--- src/rtl/processing_unit_pkg.sv ---
// Shared definitions for the accumulator CPU datapath: default width and the UAL opcode encoding.
// Control_Unit imports this package, so both blocks decode the same opcodes.
package processing_unit_pkg;

  localparam int unsigned DATA_W = 8;

  typedef enum logic [2:0] {
    PASSA = 3'b000,
    ADD   = 3'b001,
    SUB   = 3'b010,
    NOR   = 3'b011,
    AND   = 3'b100,
    OR    = 3'b101,
    XOR   = 3'b110,
    PASSB = 3'b111
  } ual_op_t;

endpackage

--- src/rtl/processing_unit_ual.sv ---
// Combinational UAL (ALU): A op B -> res, with carry-out for ADD and not-borrow for SUB.
module ual #(
  parameter int unsigned DATA_W = processing_unit_pkg::DATA_W
) (
  input  logic [DATA_W-1:0] A,
  input  logic [DATA_W-1:0] B,
  input  logic [2:0]        op,
  output logic [DATA_W-1:0] res,
  output logic              cout
);
  import processing_unit_pkg::*;

  ual_op_t         op_e;
  logic [DATA_W:0] sum;

  assign op_e = ual_op_t'(op);

  always_comb begin
    sum  = '0;
    res  = '0;
    cout = 1'b0;
    case (op_e)
      PASSA: res = A;
      ADD: begin
        sum  = {1'b0, A} + {1'b0, B};
        res  = sum[DATA_W-1:0];
        cout = sum[DATA_W];
      end
      SUB: begin
        res  = A - B;
        // cout reads as "no borrow"
        cout = (A >= B);
      end
      NOR:     res = ~(A | B);
      AND:     res = A & B;
      OR:      res = A | B;
      XOR:     res = A ^ B;
      PASSB:   res = B;
      default: res = '0;
    endcase
  end

endmodule

--- src/rtl/processing_unit.sv ---
// Datapath stage: accumulator, operand register R1, carry flag and the UAL they feed.
module processing_unit #(
  parameter int unsigned DATA_W = processing_unit_pkg::DATA_W
) (
  input  logic              clk,
  input  logic              rst,
  input  logic              ce,
  input  logic [DATA_W-1:0] data_in,
  input  logic [2:0]        sel_UAL,
  input  logic              load_R1,
  input  logic              load_accu,
  input  logic              load_carry,
  input  logic              clear_carry,
  output logic [DATA_W-1:0] data_out,
  output logic              carry,
  output logic [DATA_W-1:0] ual_res
);
  import processing_unit_pkg::*;

  logic [DATA_W-1:0] accu_d, accu_q;
  logic [DATA_W-1:0] r1_d, r1_q;
  logic              carry_d, carry_q;
  logic [DATA_W-1:0] res;
  logic              cout;

  ual #(
    .DATA_W(DATA_W)
  ) u_ual (
    .A   (accu_q),
    .B   (r1_q),
    .op  (sel_UAL),
    .res (res),
    .cout(cout)
  );

  always_comb begin
    accu_d  = accu_q;
    r1_d    = r1_q;
    carry_d = carry_q;
    if (ce) begin
      if (load_R1)   r1_d   = data_in;
      if (load_accu) accu_d = res;
      if (clear_carry) begin
        carry_d = 1'b0;
      end else if (load_carry) begin
        carry_d = cout;
      end
    end
  end

  always_ff @(posedge clk) begin
    if (rst) begin
      accu_q  <= '0;
      r1_q    <= '0;
      carry_q <= 1'b0;
    end else begin
      accu_q  <= accu_d;
      r1_q    <= r1_d;
      carry_q <= carry_d;
    end
  end

  assign data_out = accu_q;
  assign carry    = carry_q;
  assign ual_res  = res;

endmodule

--- config.mk ---
export PLATFORM = sky130hd
export DESIGN_NAME = processing_unit
export DESIGN_NICKNAME = d
export VERILOG_FILES = /design/src/rtl/processing_unit_pkg.sv /design/src/rtl/processing_unit_ual.sv /design/src/rtl/processing_unit.sv
export SDC_FILE = /design/constraint.sdc
export NUM_CORES = 1
export LEC_CHECK = 0
export ABC_AREA = 1
export CAP_MARGIN = 15
export CORE_MARGIN = 2
export CORE_UTILIZATION = 55
export DETAILED_ROUTE_END_ITERATION = 10
export PLACE_DENSITY = 0.92
export SLEW_MARGIN = 25
export SYNTH_ARGS = -nofsm -noshare
export SYNTH_HDL_FRONTEND = slang
export SYNTH_SLANG_ARGS = --single-unit
--- constraint.sdc ---
create_clock -name clk -period 3.14 [get_ports clk]
set_input_delay 0.628 -clock clk [delete_from_list [all_inputs] [get_ports clk]]
set_output_delay 0.628 -clock clk [all_outputs]
set_load 0.02 [all_outputs]
# After elaboration in Yosys (flattened, before gate mapping)

Index checks and enable logic that the tools add are counted.

$add $sub $neg: 2
Magnitude comparators: 1
Eq/ne operators: 7
Multiplexer cells: 4
Bitwise gates (word level): 4
Reduce and logical (&&, ||, !) cells: 5

Operators with widths:

| operator                                      | number |
|---|---|
| one-hot mux 8 bit (8 select lines)            | 1 |
| == test 3 bit, second input constant          | 4 |
| adder 8 x 8 -> 9 bit                          | 1 |
| AND 8 bit                                     | 1 |
| greater-or-equal comparator 8 bit             | 1 |
| NOT 8 bit                                     | 1 |
| OR 8 bit                                      | 1 |
| subtractor 8 bit                              | 1 |
| XOR 8 bit                                     | 1 |
| == test 3 x 2 -> 1 bit, second input constant | 2 |
| AND reduction 2 bit                           | 3 |
| == test 3 x 1 -> 1 bit, second input constant | 1 |
| logical NOT 3 bit                             | 1 |
| 2-to-1 mux 1 bit                              | 2 |
| one-hot mux 1 bit (2 select lines)            | 1 |
| nonzero test 2 bit                            | 1 |

Register bits after elaboration: 17
Input bits: 18
Output and inout port bits: 17
Logic and storage cells: 26

# Logic depth before layout (Yosys ltp)

Gate-level depths: netlist (run 1).

Word-level depth: 4
Depth in mapped cells: 13

# Cells and area by module

From an unflattened synthesis (run 1), not the netlist that was laid out.

Cells, all modules: 347
Area, all modules: 2108.3 um2

Modules (own cells, without submodules):

| module          | times used | cells each | area an instance (um2) | seq. area each (um2) |
|---|---|---|---|---|
| ual             | 1          | 268        | 1475.2                 | 0.0 |
| processing_unit | 1          | 79         | 633.1                  | 340.3 |

# Worst setup path after synthesis (run 1)

No wires, ideal clock.

Kind: register to output
From: register accu_q[0] (netlist: data_out[0])
To: output port ual_res[4]
Arrival: 1898 ps
Required time: 2512 ps
Path slack: 614 ps
Cell stages (with the launch flop): 11
Buffers on the path: 0
Cells stage by stage: dfxtp_1 ha_1 inv_1 fa_1 inv_1 a21oi_1 or2_2 nand3_1 nand3_1 nor2_1 inv_1

Cells in the longest elaborated chain, start to end: 2

Ends and longest elaborated chain:

| item                                                            | line                                                 | source |
|---|---|---|
| start, declared                                                 | processing_unit.sv:20                                | `logic [DATA_W-1:0] accu_d, accu_q;` |
| start signal, assigned                                          | processing_unit.sv:57                                | `accu_q <= accu_d;` |
| subtractor 8 bit / adder 8 x 8 -> 9 bit (equally long branches) | processing_unit_ual.sv:30, processing_unit_ual.sv:25 |  |
| one-hot mux 8 bit (8 select lines) *                            | processing_unit_ual.sv:22                            | `case (op_e)` |
| end, declared                                                   | processing_unit.sv:16                                | `output logic [DATA_W-1:0] ual_res` |

Mark *: on every way between the ends. The rest lies on a longest branch, timed or not.

# Worst setup path in the final report (run 1)

From: input port sel_UAL[0]
To: output port ual_res[0]

Cells in the longest elaborated chain, start to end: 2

Ends and longest elaborated chain:

| item                                        | line                      | source |
|---|---|---|
| start, declared                             | processing_unit.sv:9      | `input logic [2:0] sel_UAL,` |
| == test 3 bit, or another cell as far along | processing_unit_ual.sv:22 |  |
| one-hot mux 8 bit (8 select lines) *        | processing_unit_ual.sv:22 |  |

Marks and branches as above.

==> impl_metrics.csv, run 1 <==
group,metric,value,unit
run_status,status,"finished, final reports clean",
sta,tightest_slew,0.468,ns
yosys,synthesis.instances,328,
yosys,synth_xor_area_share,0.443,%
floorplan,die_h,64.0,um
finish,fillers,248,
sta,fin_crit,3.03,ns
worst_setup_path,setup.worst_path.start,"sel_UAL[0]",
worst_setup_path,cp.arrival,2.40,ns
worst_setup_path,timing.rr.end,"data_out[2]",
floorplan,die_w,64.0,um
worst_setup_path,crit_path_top_delay_cell,"clkdlybuf4s50_1",
clocking,clock_sinks,17,
worst_setup_path,r2r-start,"data_out[0]",
floorplan,coreArea,3390,um2
floorplan,io-pin-count,35,
floorplan,initial_core_util,58.3,%
worst_setup_path,cp_data_required_time,2.51,ns
power,power,0.771,mW
grt,grt_pass1_wl,10.2,mm
sta,rsz0062_at_grt,"no",
clocking,cts_tree,"done",
clocking,cts.clk_slew.worst_paths,0.09,ns
clocking,cts_inserted_buffers,3,
finish,utilization,76.9,%
sta,fin_skew,0.00423,ns
finish,syn_to_final_growth,31.9,%
worst_setup_path,start_kind,"input port",
floorplan,rows,21,
clocking,cts-root-buf,"clkbuf_4",
power,p_seq_share,31.5,%
sta,fmax,330,MHz
sta,setup_viol,0,
power,p_leak,1.33,nW
grt,antenna_found_initial,0,
grt,grt_overflow,0,
yosys,yosysSeqAreaShare,17.2,%
worst_setup_path,worst-r2r-cell-count,12,
power,switching_share,41.6,%
finish,fin_nets,435,
floorplan,die-area,4090,um2
hold_path,hold_class,"reg -> reg",
worst_setup_path,crit_chain,"clkdlybuf4s50_1 -> buf_4 -> nand3_1 -> buf_4 -> o22ai_1 -> a21oi_1 -> a31oi_1 -> dlygate4sd2_1",
worst_setup_path,endpoint_kind,"primary output",
power,power.density,296,nW/um2
finish,n_antenna_cell,0,
grt,grt_max_degree,17,
sta,finalCritPeriodShare,96.5,%
route,vias_per_cell,5.60,
clocking,ctsHoldBuffers,0,
clocking,cts_buffer_depth,2,
sta,hold_viol,0,
clocking,worstSkewPairLatency,0.28,ns
yosys,ys_types,28,
yosys,syn_area,1980,um2
yosys,synth_warnings,0,
worst_setup_path,critPathKind,"in -> out",
place,placed_area,2560,um2
worst_setup_path,cpPeakStageDelay,0.54,ns
yosys,synth_top_area_share,17.2,%
sta,slew_viol_final,0,
place,gp_congestion,0.991,
place,io_buffer_count,34,
power,clkPwrFrac,14.7,%
route,drt-pass1-iter-count,6,
power,p_int,0.450,mW
yosys,synth_area_per_cell,6.03,um2
grt,grt_pass1_vias,2237,
route,first_iter_violations,255,
worst_setup_path,reg2reg_slack,1.04,ns
finish,layout-drive-gt1-share,14.4,%
route,ant_nets,0,
route,routed_wl,6.24,mm
sta,max_slew_margin,68.7,%
grt,grtUsageTotal,31.2,%
place,hpwl,5.04,mm
yosys,yosys.area_share.simple,36.1,%
clocking,ctsHtreeMaxLevel,1,
yosys,netlist.top_cell.by_area,"dfxtp_1",
yosys,syn_nets,374,
route,drc,0,
yosys,yosys.area_share.adder,18.5,%
yosys,synth.area.mux_share,0,%
power,comb_power_share,53.8,%
worst_setup_path,path_max_fanout,7,
finish,finalInstanceArea,2610,um2
worst_setup_path,crit_top_cell,"buf_4",
yosys,synthTopCellsByArea,"dfxtp_1, ha_1, nand2_1, inv_1, nand3_1",
power,p_switching,0.321,mW
route,post_drt_wl_per_cell,14.4,um
yosys,synth_top_family_by_area,"simple AND/OR/NAND/NOR gates",
yosys,ys_ff_latch,17,
route,num_vias,2432,
job,drv_cap,0,
hold_path,holdCritStartpoint,"carry",
yosys,synth_compound_area_share,15.4,%
clocking,cts_setup_buffers,0,
worst_setup_path,crit_end,"ual_res[0]",
power,peakVddDrop,0.266,mV
layout by cell type (no fill, tap or decap), types with 2 or more instances in the layout:
master           instances
dfxtp_2                  2
a31oi_1                  2
o21ai_0                 18
nand2_1                 75
o22ai_1                  6
nor2_2                   3
clkdlybuf4s50_1         25
fa_1                     2
nor2_1                  29
or2_2                    3
o211ai_1                 2
ha_1                    21
nand3_1                 35
clkdlybuf4s15_1          2
clkbuf_4                 3
buf_4                   30
dlygate4sd2_1            5
inv_2                    5
a21oi_1                 26
ha_2                     5
nor3_1                   2
dfxtp_1                 14
nand4_1                  9
inv_1                   50
Yosys cell counts:
cell type,count
clkbuf_1,3
nand4_1,9
o21a_1,1
fa_1,2
a211oi_1,1
nor2_1,31
nor2_2,1
inv_1,50
o22ai_1,6
or2_0,1
inv_2,5
o21ai_0,18
nor3_4,1
o211ai_1,2
dfxtp_1,17
a21oi_1,26
nand2_1,76
nand3b_1,1
nand3_1,35
ha_1,26
nor3_1,2
or2_2,3
nand3_2,1
xor2_1,1
a31oi_1,2
o21ai_1,1
buf_2,5
and2_1,1
per-layer routing:
layer  GRT usage (%)  up-vias  share of wire, %
met5               0        -                 0
met2            50.8      121                47
met1            43.4     1118                43
li1                -     1180                 -
met4            8.70        0               1.5
met3            3.52       13               8.3
power groups by stage:
stage | registers (mW) | clock network [mW] | logic [mW]
6_report | 0.243 | 0.114 | 0.414
5_1_grt | 0.245 | 0.126 | 0.456
4_1_cts | 0.242 | 0.115 | 0.404
3_5_place_dp | 0.247 | 0 | 0.413
3_3_place_gp | 0.246 | 0 | 0.407
2_1_floorplan | 0.256 | 0 | 0.234
layout make-up:
type,instances,area (um2),area share [%]
Timing Repair Buffer,64,557,21.4
Tap cell,46,57.6,2.21
Inverter,55,206,7.92
Sequential cell,17,347,13.3
Multi-Input combinational cell,248,1410,54.2
Clock buffer,4,26.3,1.01
how the worst min path moves through the flow:
| stage | slack, ns | to | cells past startpoint |
|---|---|---|---|
| finish | 0.49 | carry | 2 |
| floorplan | 0.49 | r1_q[2] | 2 |
| CTS | 0.49 | carry | 2 |
| global placement | 0.46 | carry | 2 |
| detailed placement | 0.47 | carry | 2 |
| global route | 0.52 | carry | 2 |
state kept, by name, indices dropped and copies added (netlist names):
name,flops
data_out,8
r1_q,8
carry,1
critical path: cells and delay by family:
family,cells,cell delay [ns]
buffers and inverters,4,1.23
AND/OR/NAND/NOR,1,0.08
AO/OA/AOI/OAI,3,0.46
through the flow:
step | TNS [ns] | instances | hold slack (ns) | worst slack (ns)
final | 0 | 434 | 0.494 | 0.109
after global routing | 0 | 434 | 0.521 | 0.00172
after CTS | 0 | 434 | 0.494 | 0.0582
after detailed placement | -0.781 | 430 | 0.471 | -0.135
after global placement | -0.576 | 430 | 0.458 | -0.115
after floorplan | 0 | 328 | 0.493 | 0.614
cells by family after synthesis:
kind of cell / count (synthesis)
AND/OR/NAND/NOR: 162
AO/OA/AOI/OAI: 57
XOR/XNOR: 1
adder cells (fa/ha/maj): 28
flip-flops: 17
buffers and inverters: 63
repair_timing:
item / CTS / global route
resized for setup: 9 / 16
hold endpoints to repair: 0 / 0
endpoints found under the setup margin: 8 / 6
No activity file was read; power rests on OpenSTA's default activity.
==> inputs of run 2 (changes only) <==
--- a/config.mk
+++ b/config.mk
@@ -7,10 +7,9 @@
 export LEC_CHECK = 0
 export ABC_AREA = 1
 export CAP_MARGIN = 15
-export CORE_MARGIN = 2
-export CORE_UTILIZATION = 55
+export CORE_UTILIZATION = 35
 export DETAILED_ROUTE_END_ITERATION = 10
-export PLACE_DENSITY = 0.92
+export PLACE_DENSITY = 0.66
 export SLEW_MARGIN = 25
 export SYNTH_ARGS = -nofsm -noshare
 export SYNTH_HDL_FRONTEND = slang
==> impl_metrics.csv, run 2 (synthesis gave the netlist of run 1 again) <==
group,metric,value,unit
run_status,status,"finished, final reports clean",
finish,syn_to_final_growth,36.9,%
place,hpwl,5.20,mm
clocking,cts_buffer_depth,2,
worst_setup_path,timing.rr.end,"data_out[2]",
grt,antenna_found_initial,0,
power,p_switching,0.337,mW
finish,fin_nets,440,
hold_path,hold_class,"reg -> reg",
sta,final.setup.tns,0,ns
clocking,ctsHtreeMaxLevel,1,
worst_setup_path,endpoint_kind,"primary output",
power,power.density,307,nW/um2
worst_setup_path,path_max_fanout,5,
sta,hold_viol,0,
route,num_vias,2305,
grt,grt_max_degree,17,
finish,n_antenna_cell,0,
power,clkPwrFrac,20.9,%
power,switching_share,40.5,%
route,routed_wl,6.34,mm
power,p_int,0.495,mW
clocking,clock_sinks,17,
floorplan,initial_core_util,37.5,%
clocking,cts_inserted_buffers,3,
clocking,cts_setup_buffers,0,
floorplan,die_w,77.2,um
sta,setup_viol,0,
sta,slew_viol_final,0,
clocking,cts_tree,"done",
finish,final_common_cell,"nand2_1",
clocking,worstSkewPairLatency,0.26,ns
clocking,cts-root-buf,"clkbuf_8",
worst_setup_path,cp.arrival,2.36,ns
floorplan,die-area,5950,um2
sta,rsz0062_at_grt,"no",
worst_setup_path,critPathKind,"reg -> out",
worst_setup_path,start_kind,"flip-flop",
route,first_iter_violations,141,
worst_setup_path,cp_data_required_time,2.51,ns
grt,grt_pass1_wl,10.6,mm
sta,tightest_slew,0.465,ns
place,gp_congestion,0.953,
power,comb_power_share,49.8,%
worst_setup_path,worst-r2r-cell-count,12,
place,pre_cts_slack,-0.146,ns
sta,fin_crit,2.99,ns
clocking,ctsHoldBuffers,0,
power,p_leak,1.38,nW
hold_path,whs_endpoint,"carry",
route,post_drt_wl_per_cell,13.7,um
route,drc,0,
sta,max_slew_margin,68.9,%
sta,fmax,335,MHz
finish,finalInstanceArea,2710,um2
sta,finalCritPeriodShare,95.2,%
grt,grt_overflow,0,
hold_path,holdCritStartpoint,"carry",
floorplan,coreArea,5270,um2
route,vias_per_cell,4.98,
sta,hold_ws,0.474,ns
sta,fin_skew,0.00742,ns
place,io_buffer_count,34,
power,p_seq_share,29.3,%
floorplan,io-pin-count,35,
floorplan,die_h,77.2,um
route,drt-pass1-iter-count,4,
place,placed_area,2640,um2
job,drv_cap,0,
clocking,cts.clk_slew.worst_paths,0.08,ns
grt,grtUsageTotal,22.5,%
grt,grt_pass1_vias,2212,
sta,setup_ws,0.151,ns
floorplan,rows,26,
finish,utilization,51.4,%
route,ant_nets,0,
worst_setup_path,r2r-start,"data_out[0]",
finish,layout-drive-gt1-share,14.8,%
worst_setup_path,reg2reg_slack,1.07,ns
hold_path,whs_path_depth,2,
power,peakVddDrop,0.211,mV
finish,final_cell_mix,"nand2_1, inv_1, nand3_1, buf_4, nor2_1",
[run 2: changes by cell type in the layout (fill, tap and decap cells not counted), moves of 2 or more]
| cell | before | now |
|---|---|---|
| dlymetal6s2s_1 | 1 | 3 |
| clkdlybuf4s50_1 | 25 | 23 |
| clkbuf_8 | 0 | 3 |
| clkbuf_4 | 3 | 0 |
| dlygate4sd2_1 | 5 | 7 |
| buf_4 | 30 | 34 |
[run 2: area by class of cell]
cell class / count / area (um2)
Fill cell: 580 / 2560
Multi-Input combinational cell: 248 / 1410
Timing Repair Buffer: 69 / 614
Sequential cell: 17 / 347
Inverter: 55 / 206
Tap cell: 70 / 87.6
Clock buffer: 4 / 45.0
[run 2: layer usage]
| layer | up-vias | global-route usage, % | wire, um |
|---|---|---|---|
| li1 | 1190 | - | - |
| met1 | 1034 | 30.5 | 3060 |
| met2 | 65 | 35.7 | 2790 |
| met3 | 16 | 2.38 | 335 |
| met4 | 0 | 10.2 | 155 |
| met5 | - | 0 | 0 |
[run 2: worst max path at each step]
stage,startpoint,endpoint,slack (ns),cells past startpoint
floorplan,data_out[0],ual_res[4],0.61,10
detailed placement,sel_UAL[0],ual_res[6],-0.15,11
global route,r1_q[2],ual_res[3],0.005,11
global placement,sel_UAL[2],ual_res[4],-0.13,11
CTS,data_out[0],ual_res[6],0.05,12
finish,data_out[0],ual_res[4],0.15,11
[run 2: worst max-delay path, stage by stage, from the launching register on]
cell	delay, ns
dfxtp_4	0.37
ha_1	0.17
inv_1	0.06
fa_1	0.38
inv_1	0.11
a21oi_1	0.10
or2_2	0.28
nand3_1	0.07
nand3_1	0.08
nor2_1	0.13
inv_1	0.05
dlygate4sd2_1	0.31
[run 2: power groups by stage]
stage                     Combinational, mW  Sequential (mW)  Clock, mW
final                                 0.414            0.243      0.174
after global placement                0.416            0.248          0
after global routing                  0.462            0.245      0.190
after CTS                             0.409            0.243      0.180
after detailed placement              0.418            0.248          0
after floorplan                       0.234            0.256          0
[run 2: stage by stage]
step / power (mW) / std cells
floorplan: 0.491 / 328
global placement: 0.664 / 459
detailed placement: 0.666 / 459
CTS: 0.832 / 463
global route: 0.898 / 463
finish: 0.831 / 463
[run 2: timing repair]
action                                  4_1_cts  5_1_grt
pin swaps                                     0        0
endpoints found under the setup margin        8        6
endpoints found under the hold margin         0        0
resized for setup                            10       12
==> inputs of run 3 (changes only) <==
--- a/config.mk
+++ b/config.mk
@@ -9,6 +9,7 @@
 export CAP_MARGIN = 15
 export CORE_UTILIZATION = 35
 export DETAILED_ROUTE_END_ITERATION = 10
+export GPL_ROUTABILITY_DRIVEN = 0
 export PLACE_DENSITY = 0.66
 export SLEW_MARGIN = 25
 export SYNTH_ARGS = -nofsm -noshare
==> impl_metrics.csv, run 3 (synthesis gave the netlist of run 1 again) <==
group,metric,value,unit
power,peakVddDrop,0.261,mV
finish,n_antenna_cell,0,
clocking,ctsHtreeMaxLevel,1,
power,power,0.814,mW
finish,fillers,581,
grt,grt_max_degree,17,
job,drv_cap,0,
finish,ff_latch_area,343,um2
clocking,worstSkewPairLatency,0.26,ns
route,drt-met1-wl,2.87,mm
clocking,cts_inserted_buffers,3,
floorplan,rows,26,
clocking,cts_tree,"done",
clocking,ctsHoldBuffers,0,
worst_setup_path,start_kind,"flip-flop",
floorplan,initial_core_util,37.5,%
sta,fin_crit,2.95,ns
sta,hold_ws,0.484,ns
place,io_buffer_count,34,
worst_setup_path,critPathKind,"reg -> out",
finish,syn_to_final_growth,33.7,%
worst_setup_path,endpoint_kind,"primary output",
route,ant_nets,0,
power,power.density,308,nW/um2
floorplan,die-area,5950,um2
route,wl_met2,2.70,mm
worst_setup_path,cp.arrival,2.32,ns
finish,layout-drive-gt1-share,13.0,%
grt,grt_pass1_vias,2161,
finish,multi_input_area,1420,um2
route,num_vias,2270,
route,top_layer,"met4",
sta,fmax,339,MHz
place,pre_cts_slack,-0.148,ns
sta,rsz0062_at_grt,"no",
route,drc,0,
route,vias_per_cell,5.00,
route,drt-pass1-iter-count,4,
clocking,cts-root-buf,"clkbuf_8",
finish,final_common_cell,"nand2_1",
sta,slew_viol_final,0,
clocking,clock_sinks,17,
grt,grt_pass1_wl,9.98,mm
floorplan,coreArea,5270,um2
worst_setup_path,r2r-start,"data_out[0]",
power,p_leak,1.33,nW
hold_path,holdCritStartpoint,"carry",
worst_setup_path,setup.worst_path.start,"data_out[0]",
sta,setup_viol,0,
floorplan,io-pin-count,35,
sta,hold_viol,0,
grt,antenna_found_initial,0,
hold_path,hold_class,"reg -> reg",
sta,max_slew_margin,70.9,%
clocking,cts_buffer_depth,2,
clocking,cts.clk_slew.worst_paths,0.07,ns
sta,tightest_slew,0.435,ns
worst_setup_path,cp_data_required_time,2.51,ns
grt,grtUsageTotal,20.9,%
clocking,cts_setup_buffers,0,
floorplan,die_h,77.2,um
route,wl_met3,255,um
place,hpwl,4.82,mm
run_status,status,"finished, final reports clean",
finish,fin_nets,431,
route,first_iter_violations,150,
sta,finalCritPeriodShare,93.9,%
sta,fin_skew,0.00872,ns
floorplan,die_w,77.2,um
grt,grt_overflow,0,
finish,final_cell_mix,"nand2_1, inv_1, nand3_1, nor2_1",
route,routed_wl,5.89,mm
route,post_drt_wl_per_cell,13.0,um
sta,setup_ws,0.192,ns
worst_setup_path,path_max_fanout,5,
## run 3: path summary, 6_finish.rpt
| path | endpoint | slack, ns | cells past startpoint |
|---|---|---|---|
| max | ual_res[6] | 0.19 | 12 |
| min | carry | 0.48 | 2 |
| max reg2reg | data_out[2] | 1.09 | 12 |
| min reg2reg | carry | 0.48 | 2 |
## run 3: power by group
part | internal, mW | switching, mW | total, mW | leakage (nW)
clock | 0.0902 | 0.0800 | 0.170 | 0.0228
sequential | 0.230 | 0.0131 | 0.244 | 0.141
combinational | 0.167 | 0.234 | 0.401 | 1.17
## run 3: through the flow
stage / instance area [um2] / cells / setup TNS (ns) / utilization (%)
2_1_floorplan: 1980 / 328 / 0 / -
3_3_place_gp: 2580 / 450 / -0.805 / 48.9
3_5_place_dp: 2580 / 450 / -0.868 / 48.9
4_1_cts: 2610 / 454 / 0 / 49.5
5_1_grt: 2640 / 454 / 0 / 50.1
6_report: 2640 / 454 / 0 / 50.1
## run 3: layout make-up
cell class	count	share of cell area [%]
Clock buffer	4	1.70
Inverter	55	7.81
Multi-Input combinational cell	248	53.8
Sequential cell	17	13.0
Tap cell	70	3.31
Timing Repair Buffer	60	20.4
## run 3: what timing repair did
item / CTS / global route
gates resized for setup: 9 / 14
endpoints found under the hold margin: 0 / 0
setup endpoints to repair: 8 / 6
## run 3: critical path, stage by stage (launching register included)
cell           delay [ns]
dfxtp_2              0.37
inv_1                0.08
ha_1                 0.21
fa_1                 0.39
inv_1                0.12
nand3_1              0.10
nand3_1              0.11
nand2_1              0.05
nand3_1              0.07
nand3_1              0.08
nor2_1               0.12
inv_1                0.05
dlygate4sd2_1        0.31
## run 3: metal layers
metal  vias up  GRT usage [%]
met5         -              0
met2        61           35.0
met1      1024           28.6
met3         9           1.79
li1       1176              -
met4         0           4.91
